### src/rtl/atm_port_readback.sv
// ============================================================================
// Module   : atm_port_readback
// Brief    : Z80 IN responder for port xxBE; snapshots ATM window-pager state
//            (pages, RAM/ROM, 7FFD-mode, write-disable) and holds it for the
//            duration of the I/O read cycle.
// Revision : 1.0 - initial release
// ============================================================================
`default_nettype none

module atm_port_readback #(
    parameter logic [7:0] PORT_LO = 8'hBE
) (
    input  logic        fclk,
    input  logic        rst,
    input  logic        zpos,
    input  logic        zneg,
    input  logic [15:0] za,
    input  logic        iorq_n,
    input  logic        rd_n,
    input  logic        m1_n,
    input  logic        shadow_en,
    input  logic [31:0] page0,
    input  logic [31:0] page1,
    input  logic [7:0]  ramnrom,
    input  logic [7:0]  dos7ffd,
    input  logic [7:0]  wrdis,
    output logic [7:0]  rd_data,
    output logic        rd_valid
);

    typedef enum logic [1:0] {
        S_IDLE    = 2'd0,
        S_CAPTURE = 2'd1,
        S_HOLD    = 2'd2
    } state_t;

    state_t      r_state;
    state_t      w_state_next;
    logic [7:0]  r_idx;
    logic [7:0]  r_rd_data;
    logic        r_rd_valid;
    logic        w_hit;
    logic        w_cycle_end;
    logic [31:0] w_page_sel;
    logic [7:0]  w_mux;
    logic        w_unused_zpos;

    // Only the falling Z80 edge qualifies a read; the rising strobe is not needed.
    assign w_unused_zpos = zpos;

    assign w_hit = zneg && !iorq_n && !rd_n && m1_n && shadow_en
                   && (za[7:0] == PORT_LO);
    assign w_cycle_end = iorq_n || rd_n;

    // Pagers keep pages inverted; undo that so reads match what was written.
    assign w_page_sel = r_idx[0] ? page1 : page0;

    always_comb begin
        w_mux = 8'hFF;
        if (r_idx[7:3] == 5'd0) begin
            w_mux = ~w_page_sel[{r_idx[2:1], 3'b000} +: 8];
        end else begin
            case (r_idx)
                8'h08:   w_mux = ramnrom;
                8'h09:   w_mux = dos7ffd;
                8'h0A:   w_mux = wrdis;
                default: w_mux = 8'hFF;
            endcase
        end
    end

    always_comb begin
        w_state_next = r_state;
        case (r_state)
            S_IDLE:    if (w_hit) w_state_next = S_CAPTURE;
            S_CAPTURE: w_state_next = w_cycle_end ? S_IDLE : S_HOLD;
            S_HOLD:    if (w_cycle_end) w_state_next = S_IDLE;
            default:   w_state_next = S_IDLE;
        endcase
    end

    always_ff @(posedge fclk) begin
        if (rst) begin
            r_state    <= S_IDLE;
            r_idx      <= 8'h00;
            r_rd_data  <= 8'hFF;
            r_rd_valid <= 1'b0;
        end else begin
            r_state <= w_state_next;
            if (r_state == S_IDLE && w_hit) begin
                r_idx <= za[15:8];
            end
            if (r_state == S_CAPTURE && !w_cycle_end) begin
                r_rd_data  <= w_mux;
                r_rd_valid <= 1'b1;
            end
            if (r_state == S_HOLD && w_cycle_end) begin
                r_rd_valid <= 1'b0;
            end
        end
    end

    assign rd_data  = r_rd_data;
    assign rd_valid = r_rd_valid;

endmodule

`default_nettype wire

### config.mk
export PLATFORM = sky130hd
export DESIGN_NAME = atm_port_readback
export DESIGN_NICKNAME = d
export VERILOG_FILES = /design/src/rtl/atm_port_readback.sv
export SDC_FILE = /design/constraint.sdc
export NUM_CORES = 1
export LEC_CHECK = 0
export BUFFER_PORTS_ARGS = -buffer_cell sky130_fd_sc_hd__buf_4
export CORE_MARGIN = 2
export CORE_UTILIZATION = 24
export CTS_CLUSTER_SIZE = 8
export DETAILED_ROUTE_END_ITERATION = 8
export PLACE_DENSITY = 0.63
export REMOVE_ABC_BUFFERS = 1
export SLEW_MARGIN = 20
export SYNTH_ARGS = -nofsm -noshare
export SYNTH_HDL_FRONTEND = slang
export SYNTH_SLANG_ARGS = --single-unit
export TNS_END_PERCENT = 5
### constraint.sdc
create_clock -name fclk -period 3.2 [get_ports fclk]
set_input_delay 0.16 -clock fclk [delete_from_list [all_inputs] [get_ports fclk]]
set_output_delay 0.16 -clock fclk [all_outputs]
set_load 0.01 [all_outputs]
Yosys cells after proc, flatten, opt, wreduce, memory -nomap -nowiden
Index checks and enable logic that the tools add are counted.
{ "totals": {"register_bits": 19, "input_bits": 112, "output_inout_bits": 9, "wordCells": 37} }
{ "classes": {"n_eq_ne": 8, "shifts": 1, "mux": 7, "bitwise": 1, "reduce_logical": 16} }
{ "op_table": {"columns": ["operator", "n"], "rows": [
  ["32-bit 2-to-1 mux", 1],
  ["32-bit by 6-bit variable part select with 8-bit output", 1],
  ["8-bit by 4-bit equality test with 1-bit output (second input constant)", 3],
  ["8-bit case mux with 3 select lines", 1],
  ["8-bit equality test (second input constant)", 1],
  ["1-bit logical AND", 8],
  ["8-bit 2-to-1 mux", 1],
  ["8-bit NOT", 1],
  ["2-bit 2-to-1 mux", 3],
  ["2-bit case mux with 3 select lines", 1],
  ["5-bit logical NOT", 1],
  ["2-bit inequality test (second input constant)", 2],
  ["1-bit logical NOT", 3],
  ["2-bit by 1-bit equality test with 1-bit output (second input constant)", 1],
  ["2-bit equality test (second input constant)", 1],
  ["2-bit logical NOT", 1],
  ["2-bit AND reduction", 1],
  ["2-bit OR reduction", 1],
  ["1-bit logical OR", 1]
]} }

Longest topological paths before layout
Gate-level depths: netlist of run 1.
{ "logic_depth": {"ltp_word": 8, "depth_mapped": 6, "mapped_depth_nobuf": 4} }

Worst setup path after synthesis of run 1
Ideal clock, no wire load.
{ "synth_timing": {"path_kind": "register to register", "start": "reg r_idx[4]", "end": "reg r_rd_data[0], in the netlist rd_data[0]", "setup_time_ns": 0.122, "arrival_time_ns": 1.551, "required_ns": 3.078, "setup_slack_ns": 1.527, "stages_incl_launch_ff": 5, "n_path_buf": 0, "period_less_slack_ns": 1.673, "path_cell_list": "dfxtp_1 or4_4 nor3b_4 a21oi_1 a221o_1"} }
{ "synth_via": {"elab_chain_cells": 3, "word_cells_on_any_way": 6, "cone_classes": "eq/ne: 3; mux: 2; reduce/logical: 1"} }
{ "synth_lines": {"columns": ["item", "line_no", "source"], "rows": [
  ["start: declaration", "39", "logic [7:0] r_idx;"],
  ["start signal: assignment", "91", "r_idx <= za[15:8];"],
  ["8-bit by 4-bit equality test with 1-bit output", "63", "case (r_idx)"],
  ["8-bit case mux with 3 select lines", "63", null],
  ["8-bit 2-to-1 mux *", "60", "if (r_idx[7:3] == 5'd0) begin"],
  ["end signal: assignment", "94", "r_rd_data <= w_mux;"],
  ["end: declaration", "40", "logic [7:0] r_rd_data;"]
]} }
Every way passes the cells marked *; elsewhere a longest branch is shown, timed or not.
A chain may end at the register's enable or synchronous reset.

Final worst setup path of run 1
{ "layout_timing": {"start": "reg r_idx[0]", "end": "reg r_rd_data[6], in the netlist rd_data[6]"} }
{ "layout_via": {"elab_chain_cells": 4, "word_cells_on_any_way": 8, "cone_classes": "eq/ne: 3; shift: 1; mux: 3; bitwise: 1"} }
{ "layout_lines": {"columns": ["item", "line_no", "source"], "rows": [
  ["32-bit 2-to-1 mux", "56", "assign w_page_sel = r_idx[0] ? page1 : page0;"],
  ["32-bit by 6-bit variable part select with 8-bit output", "61", "w_mux = ~w_page_sel[{r_idx[2:1], 3'b000} +: 8];"],
  ["8-bit NOT", "61", null],
  ["8-bit 2-to-1 mux *", "60", null]
]} }
Marks and branches as above.

==> results of run 1 <==
## worst reg2reg max path, cell delays in order, from the launching register on
cell,delay [ns]
dfxtp_2,0.70
buf_4,0.43
mux2i_1,0.13
a22oi_1,0.21
nand3_1,0.12
a221o_1,0.31
## sequential cells by signal, indices dropped and copies added (netlist names)
register,cells
r_idx,8
r_state,2
rd_data,8
rd_valid,1
## report_power, final
group	leakage [nW]	switching (mW)	internal, mW
clock	0.0228	0.0784	0.0885
combinational	0.828	0.0351	0.102
sequential	0.154	0.0000265	0.236
## final cells by class
type	count	area share (%)
clock buffer	4	1.85
tap	75	3.84
multi-input combinational	126	41.5
sequential	19	15.6
timing repair buffer	121	37.2
## routing by layer
layer | up-vias | share of wire, % | GRT usage [%]
met5 | - | 0 | 0
met4 | 0 | 0.39 | 1.83
met3 | 4 | 8.2 | 3.59
met2 | 61 | 52 | 26.9
met1 | 768 | 40 | 16.5
li1 | 846 | - | -
## cells in the final DEF (no fill, tap or decap), types with 3 or more instances in the layout
cell      instances
a221o_1           8
clkbuf_8          3
mux2i_1          40
a22oi_1          16
o22ai_1           8
nor2_1            9
a21oi_1           9
nand3_1           8
mux2_1            6
dfxtp_1          18
buf_4           121
nor2b_1           3
## worst min path at each step
stage                       from    endpoint  slack, ns  cells after the start
final                     iorq_n  r_state[1]       0.09                      2
after global routing        rd_n  r_state[1]       0.07                      2
after CTS                 iorq_n  r_state[1]       0.08                      2
after detailed placement  iorq_n  r_state[1]       0.36                      2
after global placement      rd_n  r_state[1]       0.35                      2
after floorplan              rst    rd_valid       0.23                      1
## metrics by stage
stage                     util, %  setup slack, ns  hold WS, ns
after floorplan                 -            0.618        0.229
after global placement       40.5             1.22        0.348
after detailed placement     40.5             1.21        0.356
after CTS                    41.2             1.18       0.0806
after global routing         41.2             1.06       0.0695
final                        41.2             1.20       0.0858
## cells by family after synthesis
kind of cell | synth area share [%]
muxes | 33.5
AOI/OAI and AO/OA | 20.8
and+or+nand+nor | 13.8
DFF | 26.0
buffers and inverters | 5.38
xor gates and xnor gates | 0.598
==> run metrics, run 1 <==
status complete, no violations; Setup Buffers After CTS 0; Via Count 1,679; CP delay by family, top flip-flops; worst-skew pair later-pin latency 0.25 ns; clk buf depth 2; critical path endpoint category register; Final nets 383; clock root buffer clkbuf_8; EDFF count, synth 0; Final Hold Viols 0; IO buf count 119; WL per Instance 14.3 µm; Inst Count DP 341; Pre-antenna DRT Iters 4; area leader, netlist mux2i_1; Worst Tran Pin Value 0.645 ns; multi-input logic area 1010 µm²; TritonCTS buffer count 3; sum of buffers and inverters on the critical path 1; Initial Util 24.7%; remaining global-route overflow 0; Synth Flop Type dfxtp_1; Final Critical Period 2.00 ns; num ports 121; # setup viols final 0; Worst setup SP type register; worst reg2reg path startpoint r_idx[0]; Synth top area share 27.3%; critical path launch point r_idx[0]; total negative slack 0 ns; Core Footprint 5920 µm²; WP data required 3.35 ns; first-pass GRT wire length 7550 µm; Cell Chain, Critical Path buf_4, mux2i_1, a22oi_1, nand3_1, a221o_1; power per cell area 221 nW/µm²; area delta synth->final 66.6%; dpl hpwl 4010 µm; maximum vdd drop 0.128 mV; largest net degree at the start of global routing 24; crit path max fanout 23; initial DRC count 58; Seq/Total Area, Yosys 26.0%; die area 6750 µm²; Fill cells 612; FFs w/ async S/R, synth 0%; Syn Inst Count 159; Total Wirelength 4930 µm; fin cells 345; Avg Cell Area, Syn 9.21 µm²; global placer's final weighted congestion 0.667; number of global-route vias before repair 1,704; Site Rows 28; fraction of layout cells with a size suffix above 1 48.5%; post-layout power 0.540 mW; final worst path period share 62.6%; Die H 82.1 µm; width of the chip 82.1 µm; slowest CP cell dfxtp_2; yosys warns 0; fin area 2440 µm²; Critical Path Stages 5; capture point of the worst reg-to-reg path rd_data[6]; GR Util All Layers 14.3%; CTS tree built; CTS Hold Buffers Added 0; CTS clk-pin slew, worst paths 0.07 ns; initial antenna violation count 0; largest cells by area after synthesis mux2i_1 (27%), dfxtp_1 (26%), a22oi_1 (8.2%); Hold WC Path Type in -> reg; slowest stage delay, CP 0.70 ns; crit path capture rd_data[6]; RSZ-0062 raised after global routing no; H-tree Lvls 1; Leak 1.00 nW; Worst EP arrival 2.15 ns; R2R Setup Slk 1.20 ns; critical path class reg -> reg; post-cts sizing count 0; synthesized area 1470 µm²; Slew headroom 56.9%; Placed Instance Area 2400 µm²; Max Slew Vio Count 0; Max Clock Skew 0.00109 ns; Remaining DRCs 0; diode count 0; commonest cells in the synthesized netlist mux2i_1 (40), dfxtp_1 (19), a22oi_1 (16); Synth Register Bits 19; via/cell ratio 4.87; DRT antenna net count 0; max-cap viol count 0; Distinct cells, synth 30; CTS Sinks 19; most common cell in the netlist mux2i_1; Worst Reg-to-Reg Cells 5; Register Area 382 µm²; Max Fclk 499 MHz
(Power assumes the default switching activity.)
==> run 2, diff against run 1 <==
==> constraint.sdc (replaced) <==
create_clock -name fclk -period 2 [get_ports fclk]
set_input_delay 0.1 -clock fclk [delete_from_list [all_inputs] [get_ports fclk]]
set_output_delay 0.1 -clock fclk [all_outputs]
set_load 0.01 [all_outputs]
==> run 2 against run 1 <==
Against the previous run: worst setup slack got worse by 1.0 ns; core utilization increased by 0.38 points; clock power increased by 56%; power increased by 59%; fmax increased by 8.6%; final cell count increased by 0.29%; sequential share of layout area decreased by 0.14 points; register-to-register slack got worse by 1.0 ns; hold slack got worse by 0.059 ns; largest cell class unchanged.
==> run metrics, run 2 (synthesized netlist as in run 1, its figures left out) <==
Pre-antenna DRT Iters 4; clk buf depth 2; final hold slack 0.0264 ns; largest net degree at the start of global routing 30; multi-input logic area 1010 µm²; crit path capture rd_data[4]; # setup viols final 0; critical path launch point r_idx[4]; Setup WS post-layout 0.156 ns; Remaining DRCs 0; Max Clock Skew 0.00124 ns; Initial Util 24.7%; GR Util All Layers 13.9%; Max Fclk 542 MHz; Sequential Power Share 44.1%; slowest CP cell or4_4; diode count 0; post-cts sizing count 0; remaining global-route overflow 0; Final Util 41.6%; initial DRC count 57; P_sw 0.176 mW; Int Pwr 0.682 mW; CTS tree built; Worst setup SP type register; capture point of the worst reg-to-reg path rd_data[4]; logic gate share of total power 25.5%; Cell Chain, Critical Path or4_4, nor3b_4, a21oi_1, a221o_1; clock root buffer clkbuf_8; initial antenna violation count 0; IO buf count 119; WL per Instance 14.2 µm; Fill cells 625; Slew headroom 54.6%; critical path class reg -> reg; Setup Buffers After CTS 0; Worst Reg-to-Reg Cells 4; via/cell ratio 4.77; Placed Instance Area 2420 µm²; WP data required 2.14 ns; Inst Count DP 342; power share of the clock group 30.4%; Critical Path Stages 4; CTS Hold Buffers Added 0; slowest stage delay, CP 0.56 ns; maximum vdd drop 0.204 mV; width of the chip 82.1 µm; fin cells 346; R2R Setup Slk 0.16 ns; fin area 2460 µm²; die area 6750 µm²; Final nets 384; crit path max fanout 8; area delta synth->final 68.1%; DRT antenna net count 0; Worst Tran Pin Value 0.678 ns; Final Hold Viols 0; Register Area 382 µm²; total negative slack 0 ns; Core Footprint 5920 µm²; critical path endpoint category register; number of global-route vias before repair 1,592; num ports 121; Max Slew Vio Count 0; Die H 82.1 µm; CP delay by family, top simple AND/OR/NAND/NOR gates; sum of buffers and inverters on the critical path 0; power per cell area 348 nW/µm²; switching part of the total 20.5%; Via Count 1,650; final worst path period share 92.2%; setup slack at placement 0.140 ns; worst reg2reg path startpoint r_idx[4]; Leak 1.01 nW; dpl hpwl 3990 µm; post-layout power 0.858 mW; status complete, no violations; most frequent cells in the layout buf_4 (121), mux2i_1 (40), dfxtp_1 (18); fraction of layout cells with a size suffix above 1 49.1%; TritonCTS buffer count 3; Hold WC Path Type in -> reg; first-pass GRT wire length 7260 µm; commonest non-fill, non-tap cell in the layout buf_4; max-cap viol count 0; Total Wirelength 4900 µm; CTS Sinks 19; CTS clk-pin slew, worst paths 0.07 ns; H-tree Lvls 1; Final Critical Period 1.84 ns; RSZ-0062 raised after global routing no; Site Rows 28; worst-skew pair later-pin latency 0.25 ns; global placer's final weighted congestion 0.676; Worst EP arrival 1.99 ns
[run 2: worst min path at each step]
| stage | end | startpoint | slack (ns) | cells past startpoint |
|---|---|---|---|---|
| floorplan | rd_valid | rst | 0.17 | 1 |
| global placement | r_state[1] | rd_n | 0.29 | 2 |
| detailed placement | r_state[1] | rd_n | 0.29 | 2 |
| CTS | r_state[1] | rd_n | 0.02 | 2 |
| global route | r_state[1] | iorq_n | 0.03 | 2 |
| finish | r_state[1] | rd_n | 0.03 | 2 |
[run 2: layout make-up]
cell class | count | area share, %
multi-input cells | 126 | 41.2
repair buffers | 122 | 37.7
flip-flops and latches | 19 | 15.5
well taps | 75 | 3.81
clock buffers | 4 | 1.83
[run 2: power groups by stage]
stage | clock, mW | sequential (mW) | combinational, mW
floorplan | 0 | 0.387 | 0.0438
global placement | 0 | 0.387 | 0.217
detailed placement | 0 | 0.387 | 0.222
CTS | 0.275 | 0.378 | 0.222
global route | 0.291 | 0.378 | 0.240
finish | 0.261 | 0.378 | 0.219
[run 2: metal layers]
| metal | GRT usage, % | wire length (µm) |
|---|---|---|
| met1 | 16.7 | 2030 |
| met2 | 25.4 | 2470 |
| met3 | 4.13 | 390 |
| met4 | 1.00 | 19 |
| met5 | 0 | 0 |
